===== src/rtl/mdu_pkg.sv =====
// Shared definitions for the sequential multiply/divide unit:
// operation encodings and the controller state type.
package mdu_pkg;

  localparam logic [1:0] OP_MULT  = 2'b00;
  localparam logic [1:0] OP_MULTU = 2'b01;
  localparam logic [1:0] OP_DIV   = 2'b10;
  localparam logic [1:0] OP_DIVU  = 2'b11;

  typedef enum logic [1:0] {
    IDLE = 2'b00,
    PREP = 2'b01,
    RUN  = 2'b10,
    FIX  = 2'b11
  } state_e;

endpackage


===== src/rtl/mdu_abs_neg.sv =====
// Conditional two's complement: y = neg ? (~x + cin) : x.
// The carry-in lets two W-bit halves of a 2W-bit value be negated together.
module mdu_abs_neg #(
  parameter int W = 32
) (
  input  logic [W-1:0] x_i,
  input  logic         neg_i,
  input  logic         cin_i,
  output logic [W-1:0] y_o
);

  assign y_o = (neg_i ? ~x_i : x_i) + {{(W-1){1'b0}}, neg_i & cin_i};

endmodule


===== src/rtl/mult_div_seq.sv =====
// Iterative MIPS-style HI/LO multiply/divide unit: one radix-2 step per cycle,
// sign handled by magnitude conversion in PREP and correction in FIX.
module mult_div_seq
  import mdu_pkg::*;
#(
  parameter int WIDTH = 32,
  parameter int CNT_W = $clog2(WIDTH + 1)
) (
  input  logic             clk,
  input  logic             rst,
  input  logic             start,
  input  logic [1:0]       op,
  input  logic [WIDTH-1:0] a,
  input  logic [WIDTH-1:0] b,
  input  logic             hi_wen,
  input  logic             lo_wen,
  input  logic [WIDTH-1:0] wdata,
  output logic             busy,
  output logic             done,
  output logic             div_zero,
  output logic [WIDTH-1:0] hi,
  output logic [WIDTH-1:0] lo
);

  state_e           state_q, state_d;
  logic [1:0]       op_q, op_d;
  logic [WIDTH-1:0] acc_q, acc_d;
  logic [WIDTH-1:0] low_q, low_d;
  logic [WIDTH-1:0] opb_q, opb_d;
  logic [WIDTH-1:0] hi_q, hi_d;
  logic [WIDTH-1:0] lo_q, lo_d;
  logic [CNT_W-1:0] cnt_q, cnt_d;
  logic             res_neg_q, res_neg_d;
  logic             rem_neg_q, rem_neg_d;
  logic             done_q, done_d;
  logic             dz_q, dz_d;

  logic             is_div, is_signed, in_fix;
  logic [WIDTH-1:0] conv_lo, conv_hi, conv_hi_x;
  logic             conv_lo_neg, conv_hi_neg, conv_hi_cin;
  logic [WIDTH:0]   mul_sum;
  logic [WIDTH:0]   div_shift;
  logic             div_ok;
  logic [WIDTH-1:0] div_rem;

  assign is_div    = op_q[1];
  assign is_signed = ~op_q[0];
  assign in_fix    = (state_q == FIX);

  // PREP: low_q/opb_q hold raw a/b and are converted to magnitudes.
  // FIX: low_q/acc_q hold the unsigned result and are sign-corrected.
  assign conv_lo_neg = in_fix ? res_neg_q : (is_signed & low_q[WIDTH-1]);
  assign conv_hi_x   = in_fix ? acc_q : opb_q;
  assign conv_hi_neg = in_fix ? (is_div ? rem_neg_q : res_neg_q)
                              : (is_signed & opb_q[WIDTH-1]);
  assign conv_hi_cin = (in_fix && !is_div) ? (low_q == '0) : 1'b1;

  mdu_abs_neg #(.W(WIDTH)) u_conv_lo (
    .x_i   (low_q),
    .neg_i (conv_lo_neg),
    .cin_i (1'b1),
    .y_o   (conv_lo)
  );

  mdu_abs_neg #(.W(WIDTH)) u_conv_hi (
    .x_i   (conv_hi_x),
    .neg_i (conv_hi_neg),
    .cin_i (conv_hi_cin),
    .y_o   (conv_hi)
  );

  assign mul_sum   = {1'b0, acc_q} + (low_q[0] ? {1'b0, opb_q} : '0);
  assign div_shift = {acc_q, low_q[WIDTH-1]};
  assign div_ok    = (div_shift >= {1'b0, opb_q});
  // The true difference is below the divisor, so it always fits in WIDTH bits.
  assign div_rem   = div_shift[WIDTH-1:0] - opb_q;

  always_comb begin
    state_d   = state_q;
    op_d      = op_q;
    acc_d     = acc_q;
    low_d     = low_q;
    opb_d     = opb_q;
    hi_d      = hi_q;
    lo_d      = lo_q;
    cnt_d     = cnt_q;
    res_neg_d = res_neg_q;
    rem_neg_d = rem_neg_q;
    done_d    = 1'b0;
    dz_d      = 1'b0;
    case (state_q)
      IDLE: begin
        if (hi_wen) hi_d = wdata;
        if (lo_wen) lo_d = wdata;
        if (start) begin
          op_d    = op;
          low_d   = a;
          opb_d   = b;
          state_d = PREP;
        end
      end
      PREP: begin
        if (is_div && (opb_q == '0)) begin
          state_d = IDLE;
          done_d  = 1'b1;
          dz_d    = 1'b1;
        end else begin
          low_d     = conv_lo;
          opb_d     = conv_hi;
          acc_d     = '0;
          cnt_d     = '0;
          res_neg_d = is_signed & (low_q[WIDTH-1] ^ opb_q[WIDTH-1]);
          rem_neg_d = is_signed & low_q[WIDTH-1];
          state_d   = RUN;
        end
      end
      RUN: begin
        if (is_div) begin
          acc_d = div_ok ? div_rem : div_shift[WIDTH-1:0];
          low_d = {low_q[WIDTH-2:0], div_ok};
        end else begin
          acc_d = mul_sum[WIDTH:1];
          low_d = {mul_sum[0], low_q[WIDTH-1:1]};
        end
        if (cnt_q == CNT_W'(WIDTH - 1)) begin
          cnt_d   = '0;
          state_d = FIX;
        end else begin
          cnt_d = cnt_q + 1'b1;
        end
      end
      FIX: begin
        lo_d    = conv_lo;
        hi_d    = conv_hi;
        done_d  = 1'b1;
        state_d = IDLE;
      end
      default: state_d = IDLE;
    endcase
  end

  always_ff @(posedge clk or negedge rst) begin
    if (!rst) begin
      state_q   <= IDLE;
      op_q      <= '0;
      acc_q     <= '0;
      low_q     <= '0;
      opb_q     <= '0;
      hi_q      <= '0;
      lo_q      <= '0;
      cnt_q     <= '0;
      res_neg_q <= 1'b0;
      rem_neg_q <= 1'b0;
      done_q    <= 1'b0;
      dz_q      <= 1'b0;
    end else begin
      state_q   <= state_d;
      op_q      <= op_d;
      acc_q     <= acc_d;
      low_q     <= low_d;
      opb_q     <= opb_d;
      hi_q      <= hi_d;
      lo_q      <= lo_d;
      cnt_q     <= cnt_d;
      res_neg_q <= res_neg_d;
      rem_neg_q <= rem_neg_d;
      done_q    <= done_d;
      dz_q      <= dz_d;
    end
  end

  assign busy     = (state_q != IDLE);
  assign done     = done_q;
  assign div_zero = dz_q;
  assign hi       = hi_q;
  assign lo       = lo_q;

endmodule

===== config.mk =====
export PLATFORM = sky130hd
export DESIGN_NAME = mult_div_seq
export DESIGN_NICKNAME = d
export VERILOG_FILES = /design/src/rtl/mdu_pkg.sv /design/src/rtl/mdu_abs_neg.sv /design/src/rtl/mult_div_seq.sv
export SDC_FILE = /design/constraint.sdc
export NUM_CORES = 1
export LEC_CHECK = 0
export ABC_CLOCK_PERIOD_IN_PS = 5400
export CORE_AREA = 5 5 205 257
export CTS_BUF_LIST = sky130_fd_sc_hd__clkbuf_4 sky130_fd_sc_hd__clkbuf_8 sky130_fd_sc_hd__clkbuf_16
export DETAILED_ROUTE_END_ITERATION = 10
export DIE_AREA = 0 0 210 262
export DONT_BUFFER_PORTS = 1
export PLACE_DENSITY_LB_ADDON = 0.3
export SETUP_SLACK_MARGIN = 0.4
export SLEW_MARGIN = 20
export SYNTH_ARGS = -nofsm -noshare
export SYNTH_HDL_FRONTEND = slang
export SYNTH_SLANG_ARGS = --single-unit

===== constraint.sdc =====
create_clock -name clk -period 5.4 [get_ports clk]
set_input_delay 1.08 -clock clk [delete_from_list [all_inputs] [get_ports clk]]
set_output_delay 1.08 -clock clk [all_outputs]
set_load 0.1 [all_outputs]

==> key figures, run 1 <==
Status
  – Outcome: completed

Timing
  – Achievable Freq: 217 MHz
  – RSZ-0062 raised after global routing: no
  – Slew HR: 0.307
  – Setup tns final: 0 ps
  – Hold slack: approximately 340 ps
  – Slew Limit Fails: 0
  – Final hold vios: 0
  – Fin worst setup slack: 784 ps
  – Worst slew pin tran: 1040 ps
  – Post-layout minimum cycle time: about 4600 ps
  – Number of setup violations in the final report: 0
  – Final clock skew: around 12 ps
  – Period utilization: 0.855

Yosys
  – Asr flop ratio synth: 1.00
  – Simple-gate share of the synthesized area: 0.180
  – Register area share after synthesis: 0.284
  – Yosys cell types: between 80 and 90
  – Post-Synth Adder-Cell Area: 0.0614
  – Syn avg cell area: between 8 and 9 um^2
  – Syn_nets: between 2000 and 2500
  – Xor and xnor fraction of the mapped netlist area: 0.0811
  – Syn Inst Count: around 1900
  – EDFF count, synth: 0
  – Synth Area in Compound Gates: 0.244
  – Post-synthesis mux area share: 0.0981
  – Mapped Area: between 15000 and 20000 um^2
  – Main combinational cell family by area after synthesis: compound AO/OA/AOI/OAI gates
  – Synth Warn #: 0
  – Main synth FF type: dfrtp_1
  – Yosys reg bits: 174

Route
  – Final ANT Viol Nets: 0
  – WL final: between 50000 and 60000 um
  – Wirelength per Cell: approximately 23 um
  – DR DRC count: 0
  – First-pass iteration count of the detailed router: 5
  – Vias per inst: 5.67
  – DR vias: between 10000 and 15000
  – DRT iter0 DRCs: about 1200

GRT
  – Vias in the first global route: 13557
  – Largest net degree at the start of global routing: 175
  – All-layer global routing usage: 0.201
  – Global-route wire length before repair: ~86000 um
  – Grt total ovfl: 0
  – Initial antenna violation count: 6

Setup path
  – Crit. End Element: flop
  – Worst path required time: roughly 5800 ps
  – CP Class: reg2reg
  – Crit path max fanout: 8
  – Setup crit start kind: flop
  – R2R setup slack: around 800 ps
  – Worst endpoint data arrival time: around 5000 ps

Placement
  – DP Wirelength: 44100 um
  – Place WS: 673 ps
  – Final GP Congestion: 0.947
  – IO Port Bufs: 0
  – Placed insts: about 2500

Cells and area
  – Reg area: between 4000 and 5000 um^2
  – Share of layout cells above drive strength 1: 0.0732
  – Commonest non-fill, non-tap cell in the layout: nand2_1
  – Final net count: 2009
  – # fillers: 5289
  – Area of the multi-input gates: 10300 um^2
  – Post-route insts no fill: between 2000 and 3000
  – Commonest cells after routing, fill and taps aside: 226 x nand2_1, 202 x o21ai_0, 173 x dfrtp_1, 145 x a21oi_1, 130 x nor2_1
  – Area Overhead vs Synth: 7.77%

Worst hold path
  – HP Class: in2async

CTS
  – Clk slew on worst S/H paths: 70 ps
  – Post-CTS setup buffer count: 0
  – Clock net sink count: between 150 and 200
  – Cts bufs inserted: 17
  – Maximum clock path buffer count: 2
  – CTS tree: built
  – CTS root buf: clkbuf_16
  – H-tree lvl count: 4
  – Clock latency at the later pin of the worst-skew pair: 450 ps

Floorplanning
  – Ports: 170
  – Initial Utilization: 0.307
  – Die footprint: 55000 um^2
  – Core area: ~50000 um^2
  – Number of cell rows: 92
  – DIE WIDTH: about 210 um
  – Die height: ~260 um

Run
  – Max-Cap Viols: 0
cells by family (layout without fill, tap and decap cells):
group / count (synthesis) / after routing
other cells: 0 / 5
fa+ha+maj: 74 / 74
buf+inv: 192 / 130
xor+xnor: 142 / 142
mux: 143 / 143
simple gates: 579 / 579
flops: 174 / 174
compound gates: 603 / 603
path summary, 6_finish.rpt:
path	startpoint	to	cells after the start
min in group clk	cnt_q[1]	cnt_q[1]	2
setup / recovery	low_q[9]	opb_q[22]	15
max in group asynchronous	rst	lo[21]	0
hold reg to reg	cnt_q[1]	cnt_q[1]	2
setup reg to reg	low_q[9]	opb_q[22]	15
hold / removal	rst	div_zero	0
cell usage after synthesis, drive strengths merged, types with 12 or more instances:
library cell	instances	area, um^2
mux2	29	330
clkbuf	98	368
a21o	30	225
nand2	227	855
ha	72	901
nand2b	15	93.8
o21ai	223	1130
and3	18	113
o22ai	12	75.1
o211ai	13	97.6
or3	12	75.1
nand3	38	203
nor3	37	200
a221oi	17	155
dfrtp	174	4350
xnor2	99	867
nor4	20	153
xor2	43	377
a21oi	147	736
buf	28	160
mux2i	114	1170
nor2	130	488
a22oi	16	125
a211oi	15	113
a31oi	16	100
o31ai	28	210
nor2b	18	113
nand4	19	119
inv	66	248
registers in the layout, indices dropped and copies added (netlist names), 2 cells and up, named ones only:
name	cells
acc_q	32
hi	32
lo	32
low_q	32
opb_q	32
cnt_q	6
op_q	2
final cells by class:
class / instances / area share
Antenna cell: 5 / 0.000758
Clock buffer: 20 / 0.0271
Clock inverter: 12 / 0.00674
Inverter: 66 / 0.0150
Multi-Input combinational cell: 1541 / 0.622
Sequential cell: 174 / 0.264
Tap cell: 658 / 0.0498
Timing Repair Buffer: 32 / 0.0145
repair_timing:
action                     4_1_cts  5_1_grt
hold buffers                     0        0
resized for setup                0        1
setup endpoints to repair        0        7
stage by stage:
step                area [um^2]   util
finish                    16500  0.331
detailed placement        15900  0.319
global route              16500  0.330
global placement          15900  0.319
floorplan                 15300      -
CTS                       16500  0.330
layer usage:
metal,GRT usage,share of wire,routed length (um)
met1,0.251,0.41,23600
met5,0,0.00052,30
met3,0.0334,0.061,3500
met4,0.0870,0.042,2390
met2,0.345,0.48,27700
worst max-delay path, cell delays in order, from the launching register on:
cell,delay [ps]
dfrtp_1,460
nor4_1,480
nand3_1,260
nor4_4,460
nand4_1,210
a31oi_1,220
ha_1,250
ha_1,230
inv_1,50
nor4_1,510
o21bai_2,280
or4_1,550
o211ai_1,110
xor2_1,210
mux2i_1,110
o21ai_1,150
Power of run 1 is left out: the tool's default activity adds up to more than one toggle a clock period on the data nets, which glitch-free logic cannot reach.
==> inputs of run 2 (changes only) <==
--- a/config.mk
+++ b/config.mk
@@ -6,6 +6,8 @@
 export NUM_CORES = 1
 export LEC_CHECK = 0
 export ABC_CLOCK_PERIOD_IN_PS = 5400
+export CELL_PAD_IN_SITES_DETAIL_PLACEMENT = 0
+export CELL_PAD_IN_SITES_GLOBAL_PLACEMENT = 1
 export CORE_AREA = 5 5 205 257
 export CTS_BUF_LIST = sky130_fd_sc_hd__clkbuf_4 sky130_fd_sc_hd__clkbuf_8 sky130_fd_sc_hd__clkbuf_16
 export DETAILED_ROUTE_END_ITERATION = 10
==> run 2 against run 1 <==
  * Non-clock buffer count increased by 2
  * Cell count about the same
  * Clock skew increased by 3.4 ps
  * Die area unchanged
  * Setup slack improved by 63 ps
  * Design area increased by 0.37%
  * Critical endpoint is now hi[22]
==> key figures, run 2 (synthesized netlist as in run 1, its figures left out) <==
Timing
  – Achievable Freq: approximately 220 MHz
  – Setup tns final: 0 ps
  – Post-layout minimum cycle time: roughly 4600 ps
  – Number of setup violations in the final report: 0
  – Worst slew pin tran: 1000 ps
  – Period utilization: 0.843
  – Final hold vios: 0
  – RSZ-0062 raised after global routing: no
  – Slew HR: 0.327
  – Final clock skew: about 16 ps
  – Slew Limit Fails: 0

CTS
  – Cts bufs inserted: 17
  – Hold buffers post-CTS: 0
  – CTS tree: built
  – Clock latency at the later pin of the worst-skew pair: 470 ps
  – Clk slew on worst S/H paths: around 80 ps
  – CTS root buf: clkbuf_16
  – Maximum clock path buffer count: 2
  – H-tree lvl count: 4
  – Clock net sink count: ~170

Floorplanning
  – Initial Utilization: 0.307
  – Ports: 170
  – DIE WIDTH: 210 um
  – Core area: between 40000 and 50000 um^2
  – Die footprint: 55000 um^2
  – Number of cell rows: approximately 90
  – Die height: between 200 and 300 um

Route
  – DR vias: roughly 14000
  – First-pass iteration count of the detailed router: 7
  – Wirelength per Cell: 23.6 um
  – DR DRC count: 0
  – DRT iter0 DRCs: 1419
  – WL final: around 59000 um
  – Final ANT Viol Nets: 0
  – Vias per inst: roughly 5.6

Setup path
  – Crit path max fanout: 8
  – CP cell instances: nor4_1 -> nand3_1 -> nor4_4 -> nand4_1 -> a31oi_1 -> ha_1 -> ha_1 -> inv_1 -> nor4_1 -> o21bai_2 -> or4_1 -> o211ai_1 -> xor2_1 -> mux2i_1 -> o21ai_1
  – Crit path buf inv count: 1
  – Worst endpoint data arrival time: roughly 4900 ps
  – CP startpoint: low_q[9]
  – R2R depth: 15
  – Worst path required time: around 5800 ps
  – Levels on crit path: 15
  – Crit. End Element: flop
  – Reg-to-Reg Start: low_q[9]
  – CP delay by family, top: simple AND/OR/NAND/NOR gates
  – Setup crit start kind: flop
  – Slowest-stage cell, CP: or4_1
  – Max incr delay on CP: 540 ps
  – CP Class: reg2reg

Status
  – Outcome: completed

Placement
  – DP Wirelength: between 40000 and 50000 um
  – Final GP Congestion: around 0.92
  – IO Port Bufs: 0

Cells and area
  – Commonest non-fill, non-tap cell in the layout: nand2_1
  – Share of layout cells above drive strength 1: 0.0742
  – Final net count: roughly 2000
  – # fillers: 5360
  – Commonest cells after routing, fill and taps aside: 226 x nand2_1, 202 x o21ai_0, 173 x dfrtp_1, 145 x a21oi_1, 130 x nor2_1
  – Area Overhead vs Synth: 8.17%

Worst hold path
  – HP Class: in2async

GRT
  – Vias in the first global route: about 14000
  – Grt total ovfl: 0
  – Global-route wire length before repair: roughly 90000 um
  – Initial antenna violation count: 6
  – All-layer global routing usage: 0.208
  – Largest net degree at the start of global routing: around 180

Run
  – Max-Cap Viols: 0
==> run 2: worst paths after layout <==
check	slack [ps]	to
max	850	hi[22]
min	330	cnt_q[3]
max reg2reg	850	hi[22]
min reg2reg	510	cnt_q[1]
max in group asynchronous	4670	hi[27]
min in group clk	510	cnt_q[1]
==> run 2: routing by layer <==
layer	routed length, um	global-route usage	part of all wire
met5	21	0	0.00035
met2	28300	0.354	0.48
met4	2190	0.0821	0.037
met1	25500	0.266	0.43
met3	3150	0.0338	0.053
==> run 2: what timing repair did <==
item / in CTS / in global routing
resized for setup: 0 / 1
endpoints found under the setup margin: 0 / 11
setup buffers: 0 / 0
==> run 2: layout make-up <==
cell class | instances | area (um^2) | area share
multi-input cells | 1541 | 10300 | 0.620
flip-flops and latches | 174 | 4360 | 0.263
well taps | 658 | 823 | 0.0497
clock buffers | 18 | 439 | 0.0265
repair buffers | 34 | 255 | 0.0154
inverters | 66 | 248 | 0.0149
clock inverters | 14 | 169 | 0.0102
diodes | 4 | 10.0 | 0.000604
==> run 2: through the flow <==
step | cells | area (um^2) | worst slack, ps | hold WS [ps] | util
after floorplan | 1907 | 15300 | 851 | 466 | -
after global placement | 2473 | 16000 | 801 | 482 | 0.319
after detailed placement | 2473 | 16000 | 689 | 493 | 0.319
after CTS | 2505 | 16600 | 695 | 301 | 0.331
after global routing | 2505 | 16600 | 480 | 303 | 0.332
final | 2509 | 16600 | 847 | 328 | 0.332
Power of run 2 is left out for the same reason.
